### config.mk
export PLATFORM = sky130hd
export DESIGN_NAME = dac_tx
export DESIGN_NICKNAME = d
export VERILOG_FILES = /design/src/rtl/dac_pkg.sv /design/src/rtl/bclk_gen.sv /design/src/rtl/dac_tx.sv
export SDC_FILE = /design/constraint.sdc
export NUM_CORES = 1
export LEC_CHECK = 0
export CORE_MARGIN = 2
export CORE_UTILIZATION = 34
export DETAILED_ROUTE_END_ITERATION = 16
export SYNTH_ARGS = -nofsm -noshare
export SYNTH_HDL_FRONTEND = slang
export SYNTH_SLANG_ARGS = --single-unit
### constraint.sdc
create_clock -name clk_i -period 2.6 [get_ports clk_i]
set_input_delay 0.78 -clock clk_i [delete_from_list [all_inputs] [get_ports clk_i]]
set_output_delay 0.78 -clock clk_i [all_outputs]
set_load 0.01 [all_outputs]
### src/rtl/dac_pkg.sv
// dac_pkg: shared types and constants for the serial audio DAC transmitter.
//   dac_state_e      - transmitter state (idle, streaming, finishing last frame)
//   FRAME_BITS       - bclk periods per lrck frame (two 16-bit slots)
//   WORD_BITS        - bits per audio word
//   BCLK_DIV_DEFAULT - default clk cycles per bclk half-period
package dac_pkg;

    typedef enum logic [1:0] {
        StIdle,
        StRun,
        StDrain
    } dac_state_e;

    localparam int unsigned FRAME_BITS       = 32;
    localparam int unsigned WORD_BITS        = 16;
    localparam int unsigned BCLK_DIV_DEFAULT = 16;
    localparam int unsigned DIV_CNT_W        = 8;

endpackage

### src/rtl/bclk_gen.sv
// bclk_gen: divides clk down to the serial bit clock.
//   clk_i        system clock
//   reset_i      asynchronous active-high reset
//   clear_i      synchronous clear; holds divider and bclk at 0
//   bclk_o       registered bit clock, 50% duty, period 2*BCLK_DIV clk
//   fall_stb_o   high in the clk cycle whose ending edge drives bclk 1->0
//   rise_stb_o   high in the clk cycle whose ending edge drives bclk 0->1
module bclk_gen
    import dac_pkg::*;
#(
    parameter int unsigned BCLK_DIV = BCLK_DIV_DEFAULT
) (
    input  logic clk_i,
    input  logic reset_i,
    input  logic clear_i,
    output logic bclk_o,
    output logic fall_stb_o,
    output logic rise_stb_o
);

    logic [DIV_CNT_W-1:0] cnt_q, cnt_d;
    logic                 bclk_q, bclk_d;
    logic                 tc;

    assign tc = (cnt_q == DIV_CNT_W'(BCLK_DIV - 1));

    always_comb begin
        cnt_d  = cnt_q;
        bclk_d = bclk_q;
        if (clear_i) begin
            cnt_d  = '0;
            bclk_d = 1'b0;
        end else if (tc) begin
            cnt_d  = '0;
            bclk_d = ~bclk_q;
        end else begin
            cnt_d = cnt_q + DIV_CNT_W'(1);
        end
    end

    always_ff @(posedge clk_i or posedge reset_i) begin
        if (reset_i) begin
            cnt_q  <= '0;
            bclk_q <= 1'b0;
        end else begin
            cnt_q  <= cnt_d;
            bclk_q <= bclk_d;
        end
    end

    // Strobes announce the toggle one cycle early so the frame logic can
    // update sdata/lrck on the same edge that drops bclk.
    assign fall_stb_o = !clear_i && tc && bclk_q;
    assign rise_stb_o = !clear_i && tc && !bclk_q;
    assign bclk_o     = bclk_q;

endmodule

### src/rtl/dac_tx.sv
// dac_tx: left-justified mono serial audio transmitter.
//   clk_i          system clock
//   reset_i        asynchronous active-high reset
//   enable_i       stream while high; low stops at the next frame boundary
//   sample_in_i    16-bit offset-binary sample (0x8000 = zero level)
//   sample_req_o   one-clk pulse: sample_in_i was latched on the previous edge
//   bclk_o         serial bit clock
//   lrck_o         word select, low = left slot, high = right slot
//   sdata_o        serial data, MSB first, two's complement
module dac_tx
    import dac_pkg::*;
#(
    parameter int unsigned BCLK_DIV = BCLK_DIV_DEFAULT
) (
    input  logic                 clk_i,
    input  logic                 reset_i,
    input  logic                 enable_i,
    input  logic [WORD_BITS-1:0] sample_in_i,
    output logic                 sample_req_o,
    output logic                 bclk_o,
    output logic                 lrck_o,
    output logic                 sdata_o
);

    localparam int unsigned PosW = $clog2(FRAME_BITS);

    dac_state_e           state_q, state_d;
    logic [PosW-1:0]      pos_q, pos_d, pos_next;
    logic [WORD_BITS-1:0] word_q, word_d, new_word;
    logic                 lrck_q, lrck_d;
    logic                 sdata_q, sdata_d;
    logic                 req_q, req_d;
    logic                 gen_clear, bclk_fall, bclk_rise;

    assign gen_clear = (state_q == StIdle);

    bclk_gen #(
        .BCLK_DIV(BCLK_DIV)
    ) u_bclk_gen (
        .clk_i     (clk_i),
        .reset_i   (reset_i),
        .clear_i   (gen_clear),
        .bclk_o    (bclk_o),
        .fall_stb_o(bclk_fall),
        .rise_stb_o(bclk_rise)
    );

    // Offset-binary to two's complement is just an MSB flip.
    assign new_word = {~sample_in_i[WORD_BITS-1], sample_in_i[WORD_BITS-2:0]};
    assign pos_next = pos_q + PosW'(1);

    always_comb begin
        state_d = state_q;
        pos_d   = pos_q;
        word_d  = word_q;
        lrck_d  = lrck_q;
        sdata_d = sdata_q;
        req_d   = 1'b0;

        case (state_q)
            StIdle: begin
                if (enable_i) begin
                    // Bit clock is still low here, so presenting word[15] now
                    // lines it up for the first rising edge.
                    state_d = StRun;
                    pos_d   = '0;
                    word_d  = new_word;
                    req_d   = 1'b1;
                    lrck_d  = 1'b0;
                    sdata_d = new_word[WORD_BITS-1];
                end
            end
            StRun, StDrain: begin
                if (state_q == StRun && !enable_i) begin
                    state_d = StDrain;
                end else if (state_q == StDrain && enable_i) begin
                    state_d = StRun;
                end

                if (bclk_fall) begin
                    if (pos_q == PosW'(FRAME_BITS - 1)) begin
                        if (state_q == StRun || enable_i) begin
                            pos_d   = '0;
                            word_d  = new_word;
                            req_d   = 1'b1;
                            lrck_d  = 1'b0;
                            sdata_d = new_word[WORD_BITS-1];
                        end else begin
                            state_d = StIdle;
                            pos_d   = '0;
                            lrck_d  = 1'b0;
                            sdata_d = 1'b0;
                        end
                    end else begin
                        pos_d   = pos_next;
                        lrck_d  = pos_next[PosW-1];
                        // 15 - (p mod 16) is the bitwise inverse of p[3:0].
                        sdata_d = word_q[~pos_next[PosW-2:0]];
                    end
                end
            end
            default: begin
                state_d = StIdle;
            end
        endcase
    end

    always_ff @(posedge clk_i or posedge reset_i) begin
        if (reset_i) begin
            state_q <= StIdle;
            pos_q   <= '0;
            word_q  <= '0;
            lrck_q  <= 1'b0;
            sdata_q <= 1'b0;
            req_q   <= 1'b0;
        end else begin
            state_q <= state_d;
            pos_q   <= pos_d;
            word_q  <= word_d;
            lrck_q  <= lrck_d;
            sdata_q <= sdata_d;
            req_q   <= req_d;
        end
    end

    assign sample_req_o = req_q;
    assign lrck_o       = lrck_q;
    assign sdata_o      = sdata_q;

    // Divider can only announce one direction of toggle per cycle.
    assert property (@(posedge clk_i) disable iff (reset_i) !(bclk_rise && bclk_fall));

endmodule

======== After elaboration in Yosys (flattened, before gate mapping) ========
Index checks and enable logic that the tools add are counted.
storage, ports and cells
  register bits ........................... 35
  bits in latches ......................... 0
  memory bits (writable) .................. 0
  memory bits (read-only) ................. 0
  output and inout bits ................... 4
  logic and storage cells ................. 71
  memories kept ........................... 0
operators by class
  $add $sub $neg .......................... 2
  multiply operators ...................... 0
  divide/modulo/power cells ............... 0
  $lt $le $gt $ge ......................... 1
  eq/ne operators ......................... 8
  shift operators ......................... 0
  mux-type cells .......................... 36
  bitwise operators ....................... 3
  reductions and logical operators ........ 13
operators by type and width
  operator               count
  $mux W16               4
  $pmux W16 S2           1
  $mux W8                2
  $mux W5                3
  $mux W1                14
  $mux W2                6
  $pmux W5 S2            1
  $add A8 B1 Y8 const B  1
  $eq A8 B4 Y1 const B   1
  $ne A2 B2 Y1 const B   4
  $pmux W1 S2            3
  $add A5 B1 Y5 const B  1
  $eq A5 B5 Y1 const B   1
  $lt A4 B5 Y1 const B   1
  $reduce_and A5 Y1      1
  $bmux W1 S4            1
  $logic_and A1 B1 Y1    4
  $not A4 Y4             1
  $pmux W2 S2            1
  $reduce_bool A2 Y1     2
  $reduce_and A3 Y1      1
  $eq A2 B1 Y1 const B   1
  $eq A2 B2 Y1 const B   1
  $logic_not A1 Y1       2
  4 further kinds        5

======== Depth between registers and ports, before layout ========
  depth in word-level cells ............... 8
  gate-level depth with buffers ........... 8
  gate-level depth less buffers ........... 8

======== Hierarchy ========
A second synthesis with hierarchy kept.
second synthesis, totals
  cell total of the unflattened synthesis .. 153
  area, all modules ....................... 1845.5 sq um
modules (own cells, without submodules)
  module    times used  cells each  area an instance (sq um)
  dac_tx    1           106         1396.3
  bclk_gen  1           47          449.2

======== Worst setup path after synthesis ========
OpenSTA, ideal clock, no wires.
  path type ............................... input to register
  start ................................... input enable_i
  end ..................................... register word_q[10]
  data arrival time ....................... 1.846 ns
  required time ........................... 2.475 ns
  slack ................................... 0.629 ns
  stages on the path ...................... 6
  cells stage by stage .................... buf_6 -> o21ai_0 -> nor2_2 -> nor2_4 -> buf_12 -> mux2_4
between the ends
  longest elaborated chain between the ends .. 3
RTL lines
  item                           RTL line       source
  from (decl)                    dac_tx.sv:17   input logic enable_i,
  $logic_or A1 B1 Y1             dac_tx.sv:82   if (state_q == StRun || enable_i) begin
  $ne A2 B2 Y1 (no line)         --
  $reduce_and A5 Y1 (no line) *  --
  to (signal assigned)           dac_tx.sv:119  word_q <= word_d;
  to (decl)                      dac_tx.sv:29   logic [WORD_BITS-1:0] word_q, word_d, new_word;
Every way passes the cells marked *; elsewhere a longest branch is shown, timed or not.
A chain may end at the register's enable or synchronous reset.

======== Worst setup path after layout ========
  start ................................... register state_q[0]
  end ..................................... register pos_q[0]
between the ends
  longest elaborated chain between the ends .. 6
RTL lines
  item                               RTL line                    source
  from (decl)                        dac_tx.sv:27                dac_state_e state_q, state_d;
  from (signal assigned)             dac_tx.sv:110               state_q <= StIdle;
  from (signal assigned)             dac_tx.sv:117               state_q <= state_d;
  $logic_not A2 Y1                   dac_tx.sv:35, dac_tx.sv:60
  $logic_not A1 Y1                   bclk_gen.sv:53              assign fall_stb_o = !clear_i && tc && bclk_q;
  $logic_and A1 B1 Y1 (2 in series)  bclk_gen.sv:53
  $ne A2 B2 Y1 (no line)             --
  $reduce_and A3 Y1 (no line)        --
  to (signal assigned)               dac_tx.sv:118               pos_q <= pos_d;
  to (decl)                          dac_tx.sv:28                logic [PosW-1:0] pos_q, pos_d, pos_next;
Parallel ways exist; a longest one is shown, timed or not.

==> results.ini <==
[outcome]
status = completed

[sta]
tns_ns = 0
min_period_over_period_pct = 88.0
slew_headroom_pct = 59.7
period_needed_ns = 2.29
worstMarginPinSlew_ns = 0.604
setup-violations-final = 0
rsz0062_at_grt = no
maxSlewViolCount = 0
holdWs_ns = 0.451
fmax_mhz = 437
hold_violations = 0
skew_ns = 0.0114

[synthesis]
synth_top_area_share_pct = 47.4
avgSynthCellArea_sq_um = 12.0
syn_area_sq_mm = 0.00180
synth.distinct_cells = 33
ys_seq_area_share_pct = 47.4
synth.most_common_cell = dfrtp_1
syn_inst = 150
yosysWarnings = 0
synth_fp_nets = 176
synth_edf_count = 0
ys_async_sr_fraction_pct = 100
ys.flop_type = dfrtp_1
netlist_top_cells_count = dfrtp_1, nor2_1, nand2_1
synth_top_cell_by_area = dfrtp_1
ys_ff_latch = 34
synthTopCellsByArea = dfrtp_1, mux2_4, mux4_2

[drt]
totalWireLength_microns = 3340
wl_per_cell_microns = 13.5
route.vias.total = 1157
firstDrtPassIters = 4
vias_per_cell = 4.67
drc_errors = 0
ant_nets = 0
drt_iter0_drc = 103

[cts]
numCtsBuffers = 5
clock_path_buffers = 2
post_cts_buffers = 0
tritoncts = built
clock_latency_ns = 0.29
htree_levels = 2
clock_sinks = 34
clk_pin_slew_ns = 0.08
root_buffer = clkbuf_8
ctsHoldBuffers = 0
cts_resized = 0

[cells_and_area]
nets = 203
area_delta_synth_final_pct = 21.5
num_antenna_cells = 0
drive_above_1_share_pct = 20.2

[setup_path]
path_class = flop to flop
endpoint_kind = flop
path_cells = inv_1 -> ha_1 -> and2b_2 -> nand4_2 -> nor2b_1 -> nand2b_1 -> o21ai_0
crit_path_max_incr_delay_ns = 0.51
start_kind = flop
required_ns = 2.77
slowest_stage = nor2b_1
r2r_slack_ns = 0.31
cp_max_fo = 12
cp.arrival_ns = 2.46

[global_routing]
overflow = 0
first_global_vias = 1221
grt_max_degree = 35
grt_pass1_wl_microns = 5680
antenna_found_initial = 0
track_usage_pct = 12.3

[die]
core-area_sq_mm = 0.00511
dieArea_sq_mm = 0.00588
start_util_pct = 35.2
io_pins = 23
rows = 26
fp.dieW_microns = 76.7
die_h_microns = 76.7

[pwr]
p_total_mw = 2.22
netSwitchingFraction_pct = 33.8
p_comb_share_pct = 45.2
vdd_drop_max_mv = 0.323
power.switching_mw = 0.751
seqPwrFrac_pct = 37.7
clkPwrFrac_pct = 17.1
powerDensity_mw_per_mm2 = 1020
intPower_mw = 1.47
p_leak_nw = 0.979

[placed_design]
hpwl_microns = 2480
port_buffers = 22
globalplace.congestion = 0.707

[min_path]
hp-class = flop to flop

[flow_run]
maxCapViolCount = 0

## flip-flops by register name, indices dropped and copies added (netlist names)
name	flops
sdata_o	1
word_q	16
state_q	2
pos_q	5
sample_req_o	1
u_bclk_gen.bclk_o	1
u_bclk_gen.cnt_q	8
## metrics by stage
| step | utilization (%) | worst slack, ns | instance area [sq um] | std cells |
|---|---|---|---|---|
| CTS | 42.7 | 0.302 | 2180 | 248 |
| detailed placement | 41.0 | 0.227 | 2090 | 240 |
| global route | 42.7 | 0.115 | 2180 | 248 |
| finish | 42.7 | 0.313 | 2180 | 248 |
| global placement | 41.0 | 0.269 | 2090 | 240 |
| floorplan | - | 0.629 | 1800 | 150 |
## final cells by class
cell class,instances,area [sq um]
sequential,34,851
inverter,5,18.8
clock inverter,2,13.8
tap,70,87.6
multi-input combinational,105,875
timing repair buffer,26,263
clock buffer,6,72.6
fill,504,2930
## power by group through the flow
| stage | sequential [mW] | clock, mW | combinational [mW] |
|---|---|---|---|
| after floorplan | 0.816 | 0 | 0.803 |
| after global routing | 0.865 | 0.419 | 1.12 |
| after detailed placement | 0.848 | 0 | 1.02 |
| after CTS | 0.839 | 0.395 | 1.02 |
| after global placement | 0.831 | 0 | 0.977 |
| final | 0.837 | 0.381 | 1.01 |
## cells by family (layout without fill, tap and decap cells)
logic type,Yosys count,in the layout,synth area share [%]
AO/OA/AOI/OAI,17,17,5.51
XOR/XNOR,9,9,4.39
adder cells (fa/ha/maj),7,7,4.88
buffers and inverters,11,39,3.90
flip-flops,34,34,47.4
multiplexers,23,23,18.5
AND/OR/NAND/NOR,49,49,15.4
## layout by cell type, fill, tap and decap left out, drive strengths merged
cell           count
ha                 7
nand2b             5
o31ai              1
clkinv             2
a21oi              3
clkdlybuf4s50     22
clkbuf             6
xor2               5
dfrtp             34
and3b              1
mux2i              4
o21ai             10
xnor2              4
a211oi             1
nor2b              4
and2b              1
nand2             11
nor2              15
inv                5
a32o               1
a32oi              1
buf                4
nand3b             2
mux4               4
nor3               1
and3               4
nor4               1
nand3              3
nand4              1
mux2              15
## worst max-delay path: cells and delay by family, from the launching register on
family          cells  cell delay, ns
fa+ha+maj           1            0.44
buf+inv             1            0.12
compound gates      1            0.08
simple gates        4            1.11
flops               1            0.42
## routing by layer
layer	track usage (%)	up-vias	wire (microns)
met2	19.6	20	1680
met3	3.18	2	109
met4	5.45	0	34
met1	15.7	567	1510
li1	-	568	-
met5	0	-	0
## final timing paths
kind / startpoint / endpoint / depth (start not counted)
worst max-delay path: state_q[0] / pos_q[0] / 7
worst min register to register: u_bclk_gen.cnt_q[0] / u_bclk_gen.cnt_q[0] / 1
min in group asynchronous: reset_i / pos_q[2] / 3
worst min-delay path: u_bclk_gen.cnt_q[0] / u_bclk_gen.cnt_q[0] / 1
max in group asynchronous: reset_i / sdata_o / 3
worst max register to register: state_q[0] / pos_q[0] / 7
Note: power is estimated with default switching activity, not from simulation.
